$ cat src/rtl/time_display_scanner_pkg.sv
// Shared constants, segment table and converter state type for the time display scanner.
package time_display_pkg;

  localparam int NUM_DIGITS = 6;

  localparam logic [5:0] HOURS_MAX   = 6'd23;
  localparam logic [5:0] MIN_SEC_MAX = 6'd59;

  // Segment patterns are {g,f,e,d,c,b,a}, 1 = lit.
  localparam logic [6:0] SEG_LUT [10] = '{
    7'b0111111, 7'b0000110, 7'b1011011, 7'b1001111, 7'b1100110,
    7'b1101101, 7'b1111101, 7'b0000111, 7'b1111111, 7'b1101111
  };
  localparam logic [6:0] SEG_DASH  = 7'b1000000;
  localparam logic [6:0] SEG_BLANK = 7'b0000000;

  typedef enum logic [2:0] {
    IDLE,
    CONV_H,
    CONV_M,
    CONV_S,
    COMMIT
  } conv_state_t;

  function automatic logic [6:0] seg_of(input logic [3:0] digit);
    return (digit <= 4'd9) ? SEG_LUT[digit] : SEG_BLANK;
  endfunction

endpackage

$ cat src/rtl/time_display_scanner_bin2bcd.sv
// Single-field binary to BCD converter: subtracts 10 once per cycle until the value is below 10.
module bin2bcd_seq (
  input  logic       clk,
  input  logic       reset,
  input  logic       start,
  input  logic [5:0] value,
  output logic       done,
  output logic [2:0] tens,
  output logic [3:0] units
);

  logic [5:0] work_reg;
  logic [2:0] tens_reg;
  logic       busy_reg;

  // A start while busy reloads, so back-to-back fields need no idle cycle.
  always_ff @(posedge clk or negedge reset) begin
    if (!reset) begin
      work_reg <= '0;
      tens_reg <= '0;
      busy_reg <= 1'b0;
    end else if (start) begin
      work_reg <= value;
      tens_reg <= '0;
      busy_reg <= 1'b1;
    end else if (busy_reg) begin
      if (work_reg >= 6'd10) begin
        work_reg <= work_reg - 6'd10;
        tens_reg <= tens_reg + 3'd1;
      end else begin
        busy_reg <= 1'b0;
      end
    end
  end

  assign done  = busy_reg && (work_reg < 6'd10);
  assign tens  = tens_reg;
  assign units = work_reg[3:0];

endmodule

$ cat src/rtl/time_display_scanner.sv
// Six-digit multiplexed seven-segment scanner for HH MM SS with per-frame snapshot and guard cycles.
module time_display_scanner
  import time_display_pkg::*;
#(
  parameter int DIGIT_PERIOD = 50000,
  parameter int GUARD        = 4,
  parameter bit ACTIVE_LOW   = 1'b0
) (
  input  logic       clk,
  input  logic       reset,
  input  logic [5:0] hours,
  input  logic [5:0] minutes,
  input  logic [5:0] seconds,
  output logic [6:0] seg,
  output logic       dp,
  output logic [5:0] dig_en,
  output logic       frame_err,
  output logic [6:0] seg_oeb,
  output logic [5:0] dig_oeb,
  output logic       dp_oeb
);

  localparam int DIV_W = $clog2(DIGIT_PERIOD);

  logic [DIV_W-1:0] div_reg;
  logic [2:0]       idx_reg;
  logic             tick;
  logic             frame_start;
  logic [5:0]       snap_h_reg, snap_m_reg, snap_s_reg;
  logic             snap_err;
  conv_state_t      state_reg, state_next;
  logic             conv_start, conv_done;
  logic [5:0]       conv_value;
  logic [2:0]       conv_tens;
  logic [3:0]       conv_units;
  logic [3:0]       bcd_reg  [NUM_DIGITS];
  logic [3:0]       disp_reg [NUM_DIGITS];
  logic             disp_err_reg;
  logic [NUM_DIGITS-1:0][6:0] digit_seg;
  logic [6:0]       seg_reg;
  logic             dp_reg;
  logic [5:0]       dig_en_reg;

  assign tick        = (div_reg == DIV_W'(DIGIT_PERIOD - 1));
  assign frame_start = tick && (idx_reg == 3'd5);

  always_ff @(posedge clk or negedge reset) begin
    if (!reset) begin
      div_reg <= '0;
      idx_reg <= '0;
    end else if (tick) begin
      div_reg <= '0;
      idx_reg <= (idx_reg == 3'd5) ? 3'd0 : idx_reg + 3'd1;
    end else begin
      div_reg <= div_reg + DIV_W'(1);
    end
  end

  always_ff @(posedge clk or negedge reset) begin
    if (!reset) begin
      snap_h_reg <= '0;
      snap_m_reg <= '0;
      snap_s_reg <= '0;
      state_reg  <= IDLE;
    end else begin
      state_reg <= state_next;
      if (frame_start) begin
        snap_h_reg <= hours;
        snap_m_reg <= minutes;
        snap_s_reg <= seconds;
      end
    end
  end

  // Hours are fed from the live input on frame start: it is the value being snapshotted on the same edge.
  always_comb begin
    state_next = state_reg;
    conv_start = 1'b0;
    conv_value = '0;
    case (state_reg)
      CONV_H: if (conv_done) begin
        state_next = CONV_M;
        conv_start = 1'b1;
        conv_value = snap_m_reg;
      end
      CONV_M: if (conv_done) begin
        state_next = CONV_S;
        conv_start = 1'b1;
        conv_value = snap_s_reg;
      end
      CONV_S: if (conv_done) state_next = COMMIT;
      COMMIT: state_next = IDLE;
      default: ;
    endcase
    if (frame_start) begin
      state_next = CONV_H;
      conv_start = 1'b1;
      conv_value = hours;
    end
  end

  bin2bcd_seq u_conv (
    .clk   (clk),
    .reset (reset),
    .start (conv_start),
    .value (conv_value),
    .done  (conv_done),
    .tens  (conv_tens),
    .units (conv_units)
  );

  assign snap_err = (snap_h_reg > HOURS_MAX) || (snap_m_reg > MIN_SEC_MAX) ||
                    (snap_s_reg > MIN_SEC_MAX);

  always_ff @(posedge clk or negedge reset) begin
    if (!reset) begin
      for (int i = 0; i < NUM_DIGITS; i++) begin
        bcd_reg[i]  <= '0;
        disp_reg[i] <= '0;
      end
      disp_err_reg <= 1'b0;
    end else begin
      if (conv_done) begin
        case (state_reg)
          CONV_H: begin bcd_reg[0] <= {1'b0, conv_tens}; bcd_reg[1] <= conv_units; end
          CONV_M: begin bcd_reg[2] <= {1'b0, conv_tens}; bcd_reg[3] <= conv_units; end
          CONV_S: begin bcd_reg[4] <= {1'b0, conv_tens}; bcd_reg[5] <= conv_units; end
          default: ;
        endcase
      end
      if (state_reg == COMMIT) begin
        for (int i = 0; i < NUM_DIGITS; i++) disp_reg[i] <= bcd_reg[i];
        disp_err_reg <= snap_err;
      end
    end
  end

  for (genvar gi = 0; gi < NUM_DIGITS; gi++) begin : g_digit_seg
    assign digit_seg[gi] = seg_of(disp_reg[gi]);
  end

  always_ff @(posedge clk or negedge reset) begin
    if (!reset) begin
      seg_reg    <= '0;
      dp_reg     <= 1'b0;
      dig_en_reg <= '0;
    end else begin
      dig_en_reg <= (div_reg < DIV_W'(GUARD)) ? 6'd0 : (6'd1 << idx_reg);
      seg_reg    <= disp_err_reg ? SEG_DASH : digit_seg[idx_reg];
      dp_reg     <= ((idx_reg == 3'd1) || (idx_reg == 3'd3)) && !snap_s_reg[0];
    end
  end

  assign seg       = seg_reg ^ {7{ACTIVE_LOW}};
  assign dp        = dp_reg ^ ACTIVE_LOW;
  assign dig_en    = dig_en_reg ^ {6{ACTIVE_LOW}};
  assign frame_err = disp_err_reg;
  assign seg_oeb   = '0;
  assign dig_oeb   = '0;
  assign dp_oeb    = 1'b0;

endmodule
$ cat config.mk
export PLATFORM = sky130hd
export DESIGN_NAME = time_display_scanner
export DESIGN_NICKNAME = d
export VERILOG_FILES = /design/src/rtl/time_display_scanner_pkg.sv /design/src/rtl/time_display_scanner_bin2bcd.sv /design/src/rtl/time_display_scanner.sv
export SDC_FILE = /design/constraint.sdc
export NUM_CORES = 1
export LEC_CHECK = 0
export CORE_MARGIN = 5
export CORE_UTILIZATION = 63
export DETAILED_ROUTE_END_ITERATION = 12
export PLACE_DENSITY = 0.88
export SLEW_MARGIN = 20
export SYNTH_ARGS = -nofsm -noshare
export SYNTH_HDL_FRONTEND = slang
export SYNTH_SLANG_ARGS = --single-unit
export TNS_END_PERCENT = 20
$ cat constraint.sdc
create_clock -name clk -period 2.99 [get_ports clk]
set_clock_uncertainty 0.1 [all_clocks]
set_input_delay 0.897 -clock clk [delete_from_list [all_inputs] [get_ports clk]]
set_output_delay 0.897 -clock clk [all_outputs]
set_load 0.01 [all_outputs]
## After elaboration in Yosys (flattened, before gate mapping)

Memories as Yosys holds them, arrays and structs flattened.
Cells that the tools add are included.

- Multiply operators: 0
- Reductions and logical operators: 16
- Mux-type cells: 45
- Magnitude comparators: 19
- Shift operators: 1
- Bitwise gates (word level): 6
- Div/mod/pow operators: 0
- Equality and inequality tests: 11
- Add/subtract/negate cells: 4

Operators by type and width:

| cell | count |
|---|---|
| $mux W7 | 20 |
| $mux W6 | 7 |
| $ge A5 B5 Y1 const B | 6 |
| $mux W3 | 8 |
| $bmux W7 S3 | 1 |
| $add A16 B1 Y16 const B | 1 |
| $eq A16 B16 Y1 const B | 1 |
| $lt A16 B3 Y1 const B | 1 |
| $mux W16 | 1 |
| $not A3 Y5 | 3 |
| $not A4 Y5 | 3 |
| $gt A6 B6 Y1 const B | 2 |
| $le A3 B4 Y1 const B | 3 |
| $le A4 B4 Y1 const B | 3 |
| $pmux W3 S4 | 1 |
| $pmux W6 S2 | 1 |
| $eq A3 B2 Y1 const B | 3 |
| $ne A3 B3 Y1 const B | 3 |
| $reduce_and A2 Y1 | 4 |
| $add A3 B1 Y3 const B | 2 |
| $eq A3 B1 Y1 const B | 2 |
| $eq A3 B3 Y1 const B | 2 |
| $ge A6 B4 Y1 const B | 1 |
| $gt A6 B5 Y1 const B | 1 |
| 12 further kinds | 22 |

- Word-level logic and storage cells: 133
- RAM bits: 0
- Bits in latches: 0
- Memory bits (read-only): 672
- Bits in registers: 107
- Memories kept: 6

Memories:

| name | depth | width | rd ports | clocked after memory_dff | write ports | RTL line | text |
|---|---|---|---|---|---|---|---|
| (no name shown) | 16 | 7 | 1 | 0 | 0 | time_display_scanner_pkg.sv:26 | `return (digit <= 4'd9) ? SEG_LUT[digit] : SEG_BLANK;` |
| (no name shown) | 16 | 7 | 1 | 0 | 0 | time_display_scanner_pkg.sv:26 |  |
| (no name shown) | 16 | 7 | 1 | 0 | 0 | time_display_scanner_pkg.sv:26 |  |
| (no name shown) | 16 | 7 | 1 | 0 | 0 | time_display_scanner_pkg.sv:26 |  |
| (no name shown) | 16 | 7 | 1 | 0 | 0 | time_display_scanner_pkg.sv:26 |  |
| (no name shown) | 16 | 7 | 1 | 0 | 0 | time_display_scanner_pkg.sv:26 |  |

## Logic depth before layout (Yosys ltp)

- Depth after elaboration: 8
- Depth in mapped cells: 8
- Depth with buffers taken out: 7

## Hierarchy

A second synthesis with hierarchy kept.

- Cell total of the unflattened synthesis: 570
- Area, all modules: 5609.1 µm²

Modules (own cells, without submodules):

| module | area an instance (µm²) | sequential area each (µm²) | cells each | times used |
|---|---|---|---|---|
| time_display_scanner | 5027.3 | 2352.3 | 510 | 1 |
| bin2bcd_seq | 581.8 | 250.2 | 60 | 1 |

## Worst setup path before layout

No wires, ideal clock.

- Path type: register to register
- Start point: register idx_reg[1]
- End point: register u_conv.work_reg[0]
- Buffers on the path: 3
- Arrival time: 1.688 ns
- Stages on the path, launching flop included: 8
- Setup time: 0.125 ns
- Slack: 1.077 ns
- Cell sequence: dfrtp_1 -> buf_6 -> nand2b_4 -> buf_6 -> or2_4 -> or3_1 -> buf_2 -> mux2_4

- Longest elaborated chain between the ends: 5
- Elaborated cells on any way between the ends: 8

RTL lines:

| item | RTL line | text |
|---|---|---|
| start: declaration | time_display_scanner.sv:26 | `logic [2:0] idx_reg;` |
| start signal: assignment | time_display_scanner.sv:53 | `idx_reg <= (idx_reg == 3'd5) ? 3'd0 : idx_reg + 3'd1;` |
| $eq A3 B3 Y1 (*) | time_display_scanner.sv:45 | `assign frame_start = tick && (idx_reg == 3'd5);` |
| $logic_and A1 B1 Y1 (*) | time_display_scanner.sv:45 |  |
| $mux W1 | time_display_scanner.sv:95 | `if (frame_start) begin` |
| $reduce_bool A2 Y1 (no source line) | -- |  |
| $reduce_and A2 Y1 (no source line) | -- |  |
| end signal: assignment | time_display_scanner_bin2bcd.sv:23 | `work_reg <= value;` |
| end signal: assignment | time_display_scanner_bin2bcd.sv:28 | `work_reg <= work_reg - 6'd10;` |
| end: declaration | time_display_scanner_bin2bcd.sv:12 | `logic [5:0] work_reg;` |

Every way passes the cells marked *; elsewhere a longest branch is shown, timed or not.
A chain may end at the register's enable or synchronous reset.

## Worst setup path in the final report

- Start point: register disp_err_reg (netlist: frame_err)
- End point: output port frame_err

RTL lines:

| item | RTL line | text |
|---|---|---|
| start: declaration | time_display_scanner.sv:38 | `logic disp_err_reg;` |
| start signal: assignment | time_display_scanner.sv:133 | `disp_err_reg <= snap_err;` |
| end: declaration | time_display_scanner.sv:17 | `output logic frame_err,` |

No word-level cell between the ends.

==> results.json <==
{
  "status": "complete, no violations",
  "synth.avg_cell_area_um2": 9.80,
  "antenna_found_initial": 0,
  "grt_overflow_total": 0,
  "num-fill-cells": 636,
  "relSlewSlack_pct": 64.3,
  "ant_nets": 0,
  "critPathBufInv": 1,
  "hp-class": "input port to asynchronous set/reset pin",
  "place.gp.congestion": 0.965,
  "first_pass_iters": 5,
  "critical_path_class": "register to output pin",
  "syn_area_um2": 5710,
  "stdcell_count": 720,
  "clk_latency_ns": 0.37,
  "cts_inserted_buffers": 9,
  "synth_cell_types": 56,
  "drtIter0Drc": 339,
  "fin_crit_ns": 2.40,
  "synth_edf_count": 0,
  "initial_core_util_pct": 65.1,
  "rows": 34,
  "path_cells": "clkdlybuf4s50_1",
  "wirelength_um": 12100,
  "hpwlAfterDp_um": 9010,
  "timing.critical_path.slowest_stage_cell": "clkdlybuf4s50_1",
  "maxCapViolCount": 0,
  "drive_gt1_share_pct": 11.4,
  "htree_levels": 3,
  "clockRootBuffer": "clkbuf_8",
  "crit_fanout": 5,
  "grt_max_degree": 58,
  "min_period_over_period_pct": 80.2,
  "area_growth_syn_to_layout_pct": 9.85,
  "clock-sinks": 104,
  "vias": 4296,
  "ys_warn_count": 0,
  "post_cts_resized": 0,
  "p_per_area_nw_per_um2": 376,
  "crit_path_max_incr_delay_ns": 0.57,
  "rsz0062_at_grt": "false",
  "synthCells": 582,
  "grt_pass1_vias": 4234,
  "core_um2": 8760,
  "clk_pin_slew_worst_paths_ns": 0.11,
  "worstMarginPinSlew_ns": 0.531,
  "route.detailed.drc": 0,
  "yosysSeqAreaShare_pct": 45.6,
  "wl_per_cell_um": 16.9,
  "grt_pass1_wl_um": 20700,
  "via_per_inst": 5.97,
  "slew_viol_final": 0,
  "final-hold-violation-count": 0,
  "die_h_um": 105,
  "fp.dieArea_um2": 11100,
  "cts_setup_buffers": 0,
  "cts_tree": "done",
  "startpoint_type": "register",
  "cp-end-kind": "output pin",
  "nNetsFinal": 667,
  "critPathTopFamily": "buffers and inverters",
  "max_freq_ghz": 0.417,
  "cp.arrival_ns": 1.40,
  "hold_buffers": 0,
  "setup_viol_count_final": 0,
  "p_leak_uw": 0.00285,
  "io_buffers": 34,
  "top_level_ports": 49,
  "setup_tns_ns": 0,
  "synth-async-reset-ratio_pct": 100,
  "finalPower_uw": 2360,
  "worst_ir_drop_vdd_mv": 0.287,
  "clock_path_buffers": 2,
  "n_antenna_cell": 0,
  "synthFlopType": "dfrtp_1",
  "grtUsageTotal_pct": 22.7,
  "ys_ff_latch": 104,
  "required_ns": 1.99,
  "fp.dieW_um": 105,
  "dp.cells": 704
}
[Yosys cell counts, types with 3 or more instances]
library cell,n,area [um^2]
xnor2_1,10,87.6
nand2_1,57,214
nand4_1,9,56.3
buf_2,9,45.0
o22ai_1,5,31.3
nand3_1,7,35.0
nor3_1,12,60.1
inv_1,33,124
clkbuf_1,13,48.8
buf_4,14,105
nor2_1,48,180
dfrtp_1,104,2600
and3_1,4,25.0
o21a_1,5,37.5
mux2_2,35,394
nor2b_1,14,87.6
mux2i_1,3,30.0
o31ai_1,3,22.5
a21oi_1,31,155
or2_2,3,18.8
xor2_1,8,70.1
nand2b_1,8,50.1
a31oi_1,3,18.8
a22oi_1,4,30.0
o21ai_0,55,275
ha_1,40,500
nor4_1,3,18.8
[per-layer routing]
layer  track usage [%]  wire, um  vias up  part of all wire (%)
li1                  -         -     2033                     -
met1              30.7      5210     2080                    43
met2              37.5      6010      163                    49
met3              3.64       718       20                   5.9
met4              7.67       205        0                   1.7
met5                 0         0        -                     0
[worst paths after layout]
check	start	end	slack, ns	cells after the start
setup reg to reg	idx_reg[1]	snap_h_reg[3]	0.84	5
max in group asynchronous	reset	state_reg[1]	1.85	2
setup / recovery	frame_err	frame_err	0.59	1
min in group clk	snap_s_reg[0]	dp	0.37	1
hold reg to reg	snap_s_reg[0]	dp	0.37	1
hold / removal	reset	dig_en[3]	0.32	1
[cell type report]
type | count | area [um^2] | area share (%)
multi-input combinational | 420 | 2820 | 45.0
sequential | 104 | 2600 | 41.5
timing repair buffer | 39 | 388 | 6.19
clock buffer | 11 | 151 | 2.42
tap | 108 | 135 | 2.16
inverter | 33 | 124 | 1.98
clock inverter | 5 | 48.8 | 0.779
[kinds of logic (layout without fill, tap and decap cells)]
kind of cell	count (synthesis)	in the layout	share of synthesized area, %
AND/OR/NAND/NOR	175	175	14.7
AO/OA/AOI/OAI	133	133	14.1
flip-flops	104	104	45.6
buffers and inverters	71	88	6.05
adder cells (fa/ha/maj)	40	40	8.77
multiplexers	40	40	7.96
XOR/XNOR	18	18	2.76
other	1	14	0.0657
[through the flow]
step	instance area [um^2]	util [%]	hold slack, ns	setup WS, ns
4_1_cts	6270	71.5	0.320	0.580
2_1_floorplan	5750	-	0.321	1.08
6_report	6270	71.5	0.321	0.593
5_1_grt	6270	71.5	0.329	0.547
3_3_place_gp	6070	69.2	0.351	0.922
3_5_place_dp	6070	69.2	0.367	0.869
[report_power, final]
| group | internal, uW | switching, uW |
|---|---|---|
| sequential | 1410 | 2.79 |
| clock | 365 | 510 |
| combinational | 28.5 | 42.0 |
[placed cells by master (no fill, tap or decap), types with 2 or more instances in the layout]
| cell type | count |
|---|---|
| a21oi_1 | 31 |
| a221oi_1 | 2 |
| a22o_1 | 2 |
| a22oi_1 | 4 |
| a311oi_1 | 2 |
| a31oi_1 | 3 |
| and3_1 | 4 |
| buf_4 | 5 |
| clkbuf_8 | 11 |
| clkdlybuf4s50_1 | 33 |
| clkinv_4 | 3 |
| conb_1 | 14 |
| dfrtp_1 | 104 |
| ha_1 | 40 |
| inv_1 | 33 |
| inv_8 | 2 |
| mux2_2 | 35 |
| mux2_4 | 2 |
| mux2i_1 | 3 |
| nand2_1 | 57 |
| nand2b_1 | 8 |
| nand3_1 | 7 |
| nand4_1 | 9 |
| nor2_1 | 48 |
| nor2b_1 | 14 |
| nor3_1 | 12 |
| nor4_1 | 3 |
| o211ai_1 | 2 |
| o21a_1 | 5 |
| o21ai_0 | 55 |
| o21bai_1 | 2 |
| o221ai_1 | 2 |
| o22ai_1 | 5 |
| o311ai_0 | 2 |
| o31ai_1 | 3 |
| o32ai_1 | 2 |
| o41ai_1 | 2 |
| or2_2 | 3 |
| xnor2_1 | 10 |
| xor2_1 | 8 |
Power figures use the tool's default switching activity.
